--- src/rtl/serial_test_pkg.sv ---
// serial_test_pkg: shared widths, FSM states and transaction length for the serial test link master
package serial_test_pkg;

    localparam int IN_BITS_DEF   = 48;
    localparam int OUT_BITS_DEF  = 53;
    localparam int IN_ADDR_BITS  = 6;
    localparam int OUT_ADDR_BITS = 6;

    typedef enum logic [2:0] {
        S_IDLE,
        S_LOAD_RST,
        S_SHIFT_IN,
        S_SETTLE,
        S_CAP_RST,
        S_SHIFT_OUT
    } state_t;

    // Number of busy cycles of one transaction, from the cycle after start to the cycle before done
    function automatic int xfer_cycles(input int in_bits, input int out_bits, input int half_period, input int settle_cycles);
        return 2 * half_period * (in_bits + 1) + settle_cycles + 2 * half_period * (out_bits + 1);
    endfunction

endpackage

--- src/rtl/serial_slot_timer.sv ---
// serial_slot_timer: position within one serial-clock slot of 2*HALF_PERIOD system clocks
module serial_slot_timer #(
    parameter int HALF_PERIOD = 4
) (
    input  logic clk,
    input  logic rst,
    input  logic run,
    output logic slot_start,
    output logic sample_strobe,
    output logic clk_level,
    output logic slot_end
);

    localparam int CW = $clog2(2 * HALF_PERIOD);
    localparam logic [CW-1:0] SAMPLE_AT = CW'(HALF_PERIOD - 1);
    localparam logic [CW-1:0] HIGH_AT   = CW'(HALF_PERIOD);
    localparam logic [CW-1:0] LAST_AT   = CW'(2 * HALF_PERIOD - 1);

    logic [CW-1:0] cnt;

    // Slot position; parked at 0 while the FSM is not clocking the link so each phase starts on a slot boundary
    always_ff @(posedge clk) begin
        cnt <= (rst || !run || slot_end) ? '0 : cnt + 1'b1;
    end

    assign slot_start    = cnt == '0;
    assign sample_strobe = cnt == SAMPLE_AT;
    assign clk_level     = cnt >= HIGH_AT;
    assign slot_end      = cnt == LAST_AT;

endmodule

--- src/rtl/serial_test_driver.sv ---
// serial_test_driver: link master that loads a vector into serial_tester, waits, and reads the result back
module serial_test_driver
    import serial_test_pkg::*;
#(
    parameter int IN_BITS       = IN_BITS_DEF,
    parameter int OUT_BITS      = OUT_BITS_DEF,
    parameter int HALF_PERIOD   = 4,
    parameter int SETTLE_CYCLES = 16
) (
    input  logic                clk,
    input  logic                rst,
    input  logic                start,
    input  logic [IN_BITS-1:0]  vec,
    output logic                busy,
    output logic                done,
    output logic [OUT_BITS-1:0] result,
    output logic                ser_in_clk,
    output logic                ser_in_data,
    output logic                ser_in_rst,
    output logic                ser_out_clk,
    output logic                ser_out_rst,
    input  logic                ser_out_data
);

    localparam int SW = $clog2(SETTLE_CYCLES + 1);
    localparam logic [IN_ADDR_BITS-1:0]  IN_LAST     = IN_ADDR_BITS'(IN_BITS - 1);
    localparam logic [OUT_ADDR_BITS-1:0] OUT_LAST    = OUT_ADDR_BITS'(OUT_BITS - 1);
    localparam logic [SW-1:0]            SETTLE_LAST = SW'(SETTLE_CYCLES - 1);

    state_t                  state, state_nxt;
    logic [IN_ADDR_BITS-1:0] bit_cnt, bit_nxt;
    logic [SW-1:0]           settle_cnt;
    logic [IN_BITS-1:0]      vec_q;
    logic [OUT_BITS-1:0]     shift;
    logic [1:0]              sync;
    logic                    slot_start, sample_strobe, clk_level, slot_end;
    logic                    run, lvl_nxt, last_out;

    serial_slot_timer #(.HALF_PERIOD(HALF_PERIOD)) u_timer (
        .clk          (clk),
        .rst          (rst),
        .run          (run),
        .slot_start   (slot_start),
        .sample_strobe(sample_strobe),
        .clk_level    (clk_level),
        .slot_end     (slot_end)
    );

    assign run      = !(state == S_IDLE || state == S_SETTLE);
    assign busy     = state != S_IDLE;
    assign lvl_nxt  = sample_strobe || (clk_level && !slot_end);
    assign last_out = state == S_SHIFT_OUT && slot_end && bit_cnt == OUT_LAST;

    // Phase sequencing; the bit counter is shared by both shift phases and returns to 0 between them
    always_comb begin
        state_nxt = state;
        bit_nxt   = bit_cnt;
        case (state)
            S_IDLE:      state_nxt = start ? S_LOAD_RST : S_IDLE;
            S_LOAD_RST:  state_nxt = slot_end ? S_SHIFT_IN : S_LOAD_RST;
            S_SHIFT_IN: begin
                state_nxt = (slot_end && bit_cnt == IN_LAST) ? S_SETTLE : S_SHIFT_IN;
                bit_nxt   = !slot_end ? bit_cnt : (bit_cnt == IN_LAST) ? '0 : bit_cnt + 1'b1;
            end
            S_SETTLE:    state_nxt = (settle_cnt == SETTLE_LAST) ? S_CAP_RST : S_SETTLE;
            S_CAP_RST:   state_nxt = slot_end ? S_SHIFT_OUT : S_CAP_RST;
            S_SHIFT_OUT: begin
                state_nxt = last_out ? S_IDLE : S_SHIFT_OUT;
                bit_nxt   = !slot_end ? bit_cnt : last_out ? '0 : bit_cnt + 1'b1;
            end
            default:     state_nxt = S_IDLE;
        endcase
    end

    // State, datapath and serial lines; the lines are registered from next-cycle values so they never glitch
    always_ff @(posedge clk) begin
        if (rst) begin
            state       <= S_IDLE;
            bit_cnt     <= '0;
            settle_cnt  <= '0;
            vec_q       <= '0;
            shift       <= '0;
            sync        <= '0;
            result      <= '0;
            done        <= 1'b0;
            ser_in_clk  <= 1'b0;
            ser_in_data <= 1'b0;
            ser_in_rst  <= 1'b0;
            ser_out_clk <= 1'b0;
            ser_out_rst <= 1'b0;
        end else begin
            state       <= state_nxt;
            bit_cnt     <= bit_nxt;
            settle_cnt  <= (state == S_SETTLE) ? settle_cnt + 1'b1 : '0;
            sync        <= {sync[0], ser_out_data};
            done        <= last_out;
            ser_in_clk  <= lvl_nxt && (state == S_LOAD_RST || state == S_SHIFT_IN);
            ser_out_clk <= lvl_nxt && (state == S_CAP_RST || state == S_SHIFT_OUT);
            ser_in_rst  <= state_nxt == S_LOAD_RST;
            ser_out_rst <= state_nxt == S_CAP_RST;
            ser_in_data <= state_nxt == S_SHIFT_IN && vec_q[bit_nxt];
            if (state == S_IDLE && start)
                vec_q <= vec;
            if (state == S_CAP_RST && slot_start)
                shift <= '0;
            if (state == S_SHIFT_OUT && sample_strobe)
                shift[bit_cnt] <= sync[1];
            if (last_out)
                result <= shift;
        end
    end

endmodule
--- config.mk ---
export PLATFORM = sky130hd
export DESIGN_NAME = serial_test_driver
export DESIGN_NICKNAME = d
export VERILOG_FILES = /design/src/rtl/serial_test_pkg.sv /design/src/rtl/serial_slot_timer.sv /design/src/rtl/serial_test_driver.sv
export SDC_FILE = /design/constraint.sdc
export NUM_CORES = 1
export LEC_CHECK = 0
export ABC_AREA = 0
export BUFFER_PORTS_ARGS = -buffer_cell sky130_fd_sc_hd__clkbuf_2
export CORE_MARGIN = 3
export CORE_UTILIZATION = 51
export CTS_CLUSTER_DIAMETER = 50
export DETAILED_ROUTE_END_ITERATION = 16
export GPL_TIMING_DRIVEN = 0
export PLACE_DENSITY = 0.75
export SYNTH_ARGS = -nofsm -noshare
export SYNTH_HDL_FRONTEND = slang
export SYNTH_SLANG_ARGS = --single-unit
export TNS_END_PERCENT = 10
--- constraint.sdc ---
create_clock -name clk -period 2.5 [get_ports clk]
set_input_delay 0.25 -clock clk [delete_from_list [all_inputs] [get_ports clk]]
set_output_delay 0.25 -clock clk [all_outputs]
set_load 0.02 [all_outputs]
==> flow_summary.json, run 1 <==
{
  "status": "finished with violations",
  "violations": "setup timing",
  "skew_ns": 0.00658,
  "final_cells": 1305,
  "slew_headroom_pct": 33.4,
  "powerDensity_nw_per_um2": 639,
  "hp-class": "primary input to flop",
  "n_antenna_cell": 0,
  "yosysWarnings": 0,
  "timing_worst_slew_pin_value_ns": 0.992,
  "cts_tree": "done",
  "fin_ws_ns": -0.140,
  "core_area_um2": 14100,
  "post-route-min-period_ns": 2.64,
  "clock-sinks": 179,
  "post_dp_cell_area_um2": 8320,
  "clkLatencyLatePin_ns": 0.44,
  "endpoint_kind": "flop",
  "cts_buffer_depth": 2,
  "cts-root-buf": "clkbuf_16",
  "gp_congestion": 0.913,
  "async_flop_share_pct": 0,
  "wire_per_inst_um": 15.4,
  "dieWidth_um": 128,
  "worst_ir_drop_vdd_v": 0.000468,
  "drc": 0,
  "slowest_stage": "dfxtp_4",
  "start_kind": "flop",
  "cp_data_arrival_time_ns": 2.97,
  "rsz0062_at_grt": "true",
  "gr-total-overflow": 0,
  "pre_cts_slack_ns": -0.460,
  "fin_setup_tns_ns": -0.140,
  "nets": 1173,
  "final_area_um2": 9260,
  "critical_path_class": "flop to flop",
  "die_h_um": 128,
  "synthDistinctLibCells": 54,
  "port_buffers": 110,
  "synth_seq_area_share_pct": 47.6,
  "area_delta_synth_final_pct": 22.9,
  "start_util_pct": 53.2,
  "final_hold_viol_count": 0,
  "grt_pass1_vias": 6774,
  "crit_required_ns": 2.83,
  "dp_cells": 1260,
  "slew_viol_final": 0,
  "synth_edf_count": 0,
  "netlist_area_um2": 7530,
  "p_leak_uw": 0.00351,
  "clkTransAtPathRegs_ns": 0.07,
  "die_area_um2": 16300,
  "syn-num-nets": 1030,
  "vias": 7113,
  "grt_max_degree": 17,
  "vias_per_cell": 5.45,
  "htree_levels": 4,
  "hpwl_um": 13700,
  "rows": 43,
  "critical_path.max_stage_delay_ns": 0.36,
  "maxCapViolations": 0,
  "grt.total_usage_pct": 24.4,
  "grt_pass1_wl_um": 32100,
  "path_max_fanout": 8,
  "antenna_found_initial": 0,
  "cts_buffers": 17,
  "synth_ff_type": "dfxtp_1",
  "fill_cells": 1283,
  "first_iter_violations": 548,
  "avgSynthCellArea_um2": 7.77,
  "first_pass_iters": 7,
  "drive_gt1_share_pct": 17.9,
  "path_cells": "ha_4, ha_4, and4b_2, o32ai_4, a2bb2oi_4, buf_12, buf_12, mux2i_1, mux2i_1, o31ai_2, a31oi_1, o211a_1",
  "ys_ff_latch": 179,
  "fmax_ghz": 0.379,
  "io_pins": 112,
  "finalPower_uw": 5920,
  "setup_viol": 1,
  "min_period_over_period_pct": 106,
  "synthCells": 970,
  "routed_wl_um": 20100,
  "ant_nets": 0
}
## cells in the mapped netlist, types with 4 or more instances
master	n	area share, %
buf_1	6	0.30
a31oi_1	5	0.42
mux2i_1	23	3.1
nor2_1	36	1.8
clkbuf_1	63	3.1
ha_1	8	1.3
and3_1	7	0.58
a21oi_1	160	11
nor3_1	10	0.66
inv_1	12	0.60
nand3_1	104	6.9
nor2b_1	6	0.50
nand2_1	269	13
and3b_1	4	0.46
o21ai_0	5	0.33
dfxtp_1	179	48
buf_2	8	0.53
a22oi_1	8	0.80
## flip-flops by register name, summed over array words and instances (netlist names), 2 cells and up
register     count
result          53
shift           53
vec_q           48
bit_cnt          6
settle_cnt       5
state            3
u_timer.cnt      3
sync             2
## worst max-delay path: cells and delay by family, from the launching register on
kind | cells | cell delay (ns)
AOI/OAI and AO/OA | 5 | 0.95
adders and majority gates | 2 | 0.34
buffers and inverters | 2 | 0.25
DFF | 1 | 0.36
muxes | 2 | 0.33
and+or+nand+nor | 1 | 0.29
## logic make-up after synthesis
| family | share of synthesized area, % |
|---|---|
| buffers and inverters | 5.13 |
| XOR/XNOR | 0.698 |
| flip-flops | 47.6 |
| multiplexers | 3.35 |
| adder cells (fa/ha/maj) | 1.33 |
| AND/OR/NAND/NOR | 26.7 |
| AO/OA/AOI/OAI | 15.3 |
## per-stage QoR
step,hold WS [ns],util (%)
floorplan,0.378,-
global placement,0.418,58.8
detailed placement,0.430,58.8
CTS,0.0220,63.8
global route,0.0344,65.5
finish,0.0239,65.5
## cell usage in the layout, fill, tap and decap left out, types with 6 or more instances in the layout
master / n
nand2_1: 269
dfxtp_1: 177
a21oi_1: 158
clkinvlp_4: 6
nand3_1: 103
buf_1: 6
and3_1: 7
nor3_1: 7
clkbuf_16: 17
buf_6: 6
nor2b_1: 6
inv_1: 10
mux2i_1: 22
nor2_1: 34
a22oi_1: 8
buf_4: 13
clkbuf_2: 112
clkbuf_1: 59
## power by group
group          total (uW)  leakage, uW  switching (uW)  internal (uW)
sequential           2930      0.00145            26.2           2900
combinational         256      0.00178             164           91.5
clock                2740     0.000276            1160           1580
total                5920      0.00351            1350           4570
## layout make-up
cell class	instances	area, um^2	share of cell area (%)
timing repair buffer	125	696	7.51
clock buffer	17	425	4.59
buffer	79	369	3.99
tap	180	225	2.43
multi-input combinational	699	3730	40.2
inverter	12	52.6	0.567
clock inverter	14	178	1.92
sequential	179	3590	38.7
## path summary, 6_finish.rpt
path	startpoint	to	slack, ns	cells after the start
worst max-delay path	u_timer.cnt[0]$_SDFF_PP0_	ser_in_data$_SDFF_PP0_	-0.14	12
worst min-delay path	vec[29]	vec_q[29]$_SDFFE_PP0P_	0.02	3
worst max register to register	u_timer.cnt[0]$_SDFF_PP0_	ser_in_data$_SDFF_PP0_	-0.14	12
worst min register to register	u_timer.cnt[0]$_SDFF_PP0_	u_timer.cnt[0]$_SDFF_PP0_	0.44	1
## per-layer routing
metal  track usage (%)  vias to the layer above  wire length [um]
li1                  -                     3579                 -
met2              41.5                      248              9680
met3              4.97                       50              1230
met5                 0                        -                 0
met1              29.7                     3236              8600
met4              11.4                        0               595
## repair_timing
action | CTS | global route
setup buffers | 4 | 11
cloned | 0 | 0
pin swaps | 2 | 12
setup endpoints to repair | 62 | 80
resized for setup | 11 | 42
hold buffers | 0 | 0
Note: power is estimated with default switching activity, not from simulation.
==> run 2, diff against run 1 <==
Settings changed: BUFFER_PORTS_ARGS -buffer_cell sky130_fd_sc_hd__clkbuf_2 to -buffer_cell sky130_fd_sc_hd__buf_2, MAX_ROUTING_LAYER set to met4.
==> flow_summary.json, run 2 (synthesis results as in run 1) <==
{
  "status": "finished with violations",
  "violations": "setup timing",
  "final_common_cell": "nand2_1",
  "drive_gt1_share_pct": 17.8,
  "gr-total-overflow": 0,
  "reg2reg_to": "ser_in_data$_SDFF_PP0_",
  "first_pass_iters": 5,
  "reg_top3": "result x53, shift x53, vec_q x48",
  "vias": 7149,
  "drc": 0,
  "min_period_over_period_pct": 107,
  "rsz0062_at_grt": "true",
  "grt_pass1_wl_um": 32100,
  "post-route-min-period_ns": 2.68,
  "skew_ns": 0.00669,
  "final_hold_viol_count": 0,
  "clock-sinks": 179,
  "slew_headroom_pct": 39.3,
  "start_kind": "flop",
  "hpwl_um": 13600,
  "maxCapViolations": 0,
  "first_iter_violations": 617,
  "core_area_um2": 14100,
  "routed_wl_um": 19900,
  "slew_viol_final": 0,
  "final_area_um2": 9220,
  "grt_pass1_vias": 6742,
  "crit_required_ns": 2.82,
  "clkLatencyLatePin_ns": 0.43,
  "powerDensity_nw_per_um2": 643,
  "cts_buffers": 17,
  "timing_worst_slew_pin_value_ns": 0.903,
  "cts-root-buf": "clkbuf_16",
  "hp-start": "vec[10]",
  "nets": 1174,
  "die_h_um": 128,
  "path_max_fanout": 10,
  "cts_tree": "done",
  "gp_congestion": 0.919,
  "antenna_found_initial": 0,
  "cts_buffer_depth": 2,
  "htree_levels": 4,
  "clkTransAtPathRegs_ns": 0.06,
  "r2r_start": "u_timer.cnt[0]$_SDFF_PP0_",
  "pre_cts_slack_ns": -0.498,
  "wire_per_inst_um": 15.3,
  "post_dp_cell_area_um2": 8320,
  "hp-class": "primary input to flop",
  "ff2ff_path_depth": 13,
  "fmax_ghz": 0.373,
  "layout_common_cells": "nand2_1, dfxtp_1, a21oi_1",
  "port_buffers": 110,
  "grt_max_degree": 17,
  "ant_nets": 0,
  "reg2reg_slack_ns": -0.18,
  "rows": 43,
  "p_leak_uw": 0.00354,
  "dieWidth_um": 128,
  "cp_data_arrival_time_ns": 3.00,
  "grt.total_usage_pct": 25.3,
  "critical_path_class": "flop to flop",
  "endpoint_kind": "flop",
  "crit_path_end": "ser_in_data$_SDFF_PP0_",
  "die_area_um2": 16300,
  "critPathLaunch": "u_timer.cnt[0]$_SDFF_PP0_",
  "io_pins": 112,
  "fin_ws_ns": -0.184,
  "area_delta_synth_final_pct": 22.3,
  "n_antenna_cell": 0,
  "vias_per_cell": 5.47,
  "setup_viol": 1,
  "worst_ir_drop_vdd_v": 0.000614,
  "start_util_pct": 53.2
}
## run 2: worst max-delay path: stages (launching register included)
cell,delay [ns]
dfxtp_4,0.37
ha_4,0.16
ha_4,0.14
buf_6,0.10
nand3_2,0.10
o31ai_4,0.28
a2bb2oi_4,0.23
buf_4,0.17
buf_8,0.17
mux2i_4,0.26
a22oi_1,0.09
a21oi_1,0.19
nor4_2,0.06
o211a_1,0.23
## run 2: per-layer routing
layer	up-vias	track usage (%)	part of all wire, %	routed length (um)
met1	3283	30.7	43	8480
met3	43	6.06	6.8	1350
met5	-	-	0	0
met2	251	40.9	48	9630
met4	0	9.34	2.4	480
li1	3572	-	-	-
## run 2: worst min path at each step
| stage | to | slack [ns] | cells past startpoint |
|---|---|---|---|
| 2_1_floorplan | sync[0]$_SDFF_PP0_ | 0.38 | 1 |
| 3_3_place_gp | sync[1]$_SDFF_PP0_ | 0.42 | 1 |
| 4_1_cts | vec_q[10]$_SDFFE_PP0P_ | 0.04 | 3 |
| 5_1_grt | sync[0]$_SDFF_PP0_ | 0.04 | 2 |
| 3_5_place_dp | sync[1]$_SDFF_PP0_ | 0.42 | 1 |
| 6_report | vec_q[10]$_SDFFE_PP0P_ | 0.05 | 3 |
## run 2: per-stage QoR
step                      power (uW)  setup TNS [ns]  instances  utilization [%]  hold slack, ns
after floorplan                 3140               0        970                -           0.378
after global placement          3240           -8.76       1260             58.8           0.417
after detailed placement        3240           -8.23       1260             58.8           0.425
after CTS                       5960          -0.204       1301             64.3          0.0393
after global routing            6110          -0.284       1307             65.1          0.0406
final                           5930          -0.184       1307             65.1          0.0529
## run 2: cell type report
cell class	count	area, um^2
Tap cell	180	225
Fill cell	1279	4930
Clock inverter	12	155
Inverter	12	50.0
Buffer	80	382
Sequential cell	179	3590
Multi-Input combinational cell	699	3690
Clock buffer	20	457
Timing Repair Buffer	125	671
## run 2: where the power goes
part	switching [uW]	leakage [uW]	internal, uW
registers	27.0	0.00145	2900
logic	163	0.00181	92.6
clock network	1120	0.000285	1620
## run 2: what timing repair did
item	4_1_cts	5_1_grt
cloned	1	0
hold endpoints to repair	0	0
setup endpoints to repair	58	68
pin swaps	3	10
hold buffers	0	0
setup buffers	8	7
resized for setup	15	34
==> run 3, diff against run 2 <==
--- a/config.mk
+++ b/config.mk
@@ -16,2 +16,3 @@
 export PLACE_DENSITY = 0.75
+export SETUP_SLACK_MARGIN = 0.5
 export SYNTH_ARGS = -nofsm -noshare
--- a/constraint.sdc
+++ b/constraint.sdc
@@ -3,2 +3,2 @@
 set_output_delay 0.25 -clock clk [all_outputs]
-set_load 0.02 [all_outputs]
+set_load 0.01 [all_outputs]
==> flow_summary.json, run 3 (synthesis results as in run 1) <==
{
  "status": "finished with violations",
  "violations": "setup timing",
  "nets": 1175,
  "p_leak_uw": 0.00367,
  "final_area_um2": 9380,
  "port_buffers": 110,
  "hpwl_um": 13700,
  "core_area_um2": 14100,
  "clkTransAtPathRegs_ns": 0.06,
  "cts-root-buf": "clkbuf_16",
  "path_max_fanout": 10,
  "gp_congestion": 0.943,
  "ff2ff_path_depth": 11,
  "p_int_uw": 4840,
  "hold_ws_ns": 0.0383,
  "rsz0062_at_grt": "true",
  "routed_wl_um": 20100,
  "layout_common_cells": "nand2_1, dfxtp_1, a21oi_1",
  "cts_tree": "done",
  "cts_buffer_depth": 2,
  "start_util_pct": 53.2,
  "sequentialPowerShare_pct": 47.9,
  "htree_levels": 4,
  "reg_top3": "result x53, shift x53, vec_q x48",
  "fin_ws_ns": -0.0716,
  "final_hold_viol_count": 0,
  "min_period_over_period_pct": 103,
  "timing_worst_slew_pin_value_ns": 0.970,
  "worst_ir_drop_vdd_v": 0.000494,
  "drc": 0,
  "comb_power_share_pct": 4.2,
  "endpoint_kind": "flop",
  "powerDensity_nw_per_um2": 652,
  "switchingPower_uw": 1280,
  "ant_nets": 0,
  "fmax_ghz": 0.389,
  "wire_per_inst_um": 15.4,
  "io_pins": 112,
  "vias": 7203,
  "hp-class": "primary input to flop",
  "crit_required_ns": 2.83,
  "clkLatencyLatePin_ns": 0.44,
  "slew_headroom_pct": 34.8,
  "area_delta_synth_final_pct": 24.5,
  "critical_path_class": "flop to flop",
  "final_common_cell": "nand2_1",
  "cts_buffers": 17,
  "setup_viol": 1,
  "first_iter_violations": 644,
  "skew_ns": 0.0107,
  "post_dp_cell_area_um2": 8390,
  "vias_per_cell": 5.51,
  "cp_data_arrival_time_ns": 2.90,
  "die_area_um2": 16300,
  "min_path_cells": 2,
  "die_h_um": 128,
  "swShare_pct": 20.9,
  "gr-total-overflow": 0,
  "maxCapViolations": 0,
  "grt_pass1_wl_um": 31700,
  "dieWidth_um": 128,
  "antenna_found_initial": 0,
  "rows": 43,
  "grt_pass1_vias": 6638,
  "post-route-min-period_ns": 2.57,
  "clkPwrFrac_pct": 48.0,
  "n_antenna_cell": 0,
  "first_pass_iters": 5,
  "grt_max_degree": 17,
  "drive_gt1_share_pct": 21.0,
  "clock-sinks": 179,
  "slew_viol_final": 0,
  "grt.total_usage_pct": 25.1,
  "start_kind": "flop"
}
[run 3: cell type report]
class / instances / area, um^2
fill: 1225 / 4770
multi-input combinational: 699 / 3780
sequential: 179 / 3590
timing repair buffer: 126 / 683
clock buffer: 22 / 474
buffer: 80 / 412
tap: 180 / 225
clock inverter: 9 / 176
inverter: 12 / 47.5
[run 3: timing repair]
action / CTS / global route
hold buffers: 0 / 0
buffers inserted: 3 / 13
resized for setup: 25 / 62
endpoints found under the hold margin: 0 / 0
cloned: 0 / 0
setup endpoints to repair: 133 / 150
pin swaps: 2 / 5
[run 3: per-layer routing]
metal	GRT usage, %	wire, um	up-vias
met5	-	0	-
met4	10.7	743	0
met3	5.39	1310	61
met2	42.0	9740	276
met1	29.3	8330	3291
li1	-	-	3575
[run 3: critical path, stage by stage (launching register included)]
cell and delay (ns):
dfxtp_1 0.33, buf_2 0.23, nand3b_1 0.26, o31ai_4 0.35, a2bb2oi_4 0.23, buf_12 0.17
buf_4 0.11, mux2i_1 0.21, nand2_1 0.07, a31oi_1 0.17, a31oi_1 0.10, o211a_1 0.23
[run 3: final timing paths]
path	start	endpoint	slack, ns
worst max-delay path	bit_cnt[5]$_SDFF_PP0_	ser_in_data$_SDFF_PP0_	-0.07
worst max register to register	bit_cnt[5]$_SDFF_PP0_	ser_in_data$_SDFF_PP0_	-0.07
worst min-delay path	ser_out_data	sync[0]$_SDFF_PP0_	0.04
worst min register to register	u_timer.cnt[0]$_SDFF_PP0_	u_timer.cnt[0]$_SDFF_PP0_	0.44
[run 3: power by group through the flow]
stage               Clock, uW  Sequential, uW  Combinational [uW]
global route             3070            2930                 288
detailed placement          0            2990                 249
global placement            0            2990                 247
CTS                      2950            2930                 252
finish                   2940            2930                 255
floorplan                   0            2990                 155
[run 3: per-stage QoR]
step	setup slack, ns	setup TNS (ns)	total power, uW	util (%)	instances
finish	-0.0716	-0.0716	6120	66.3	1307
global route	-0.222	-0.315	6290	66.3	1307
CTS	-0.0446	-0.0446	6130	64.9	1294
detailed placement	-0.329	-1.87	3240	59.3	1260
global placement	-0.359	-1.60	3240	59.3	1260
floorplan	0.141	0	3140	-	970
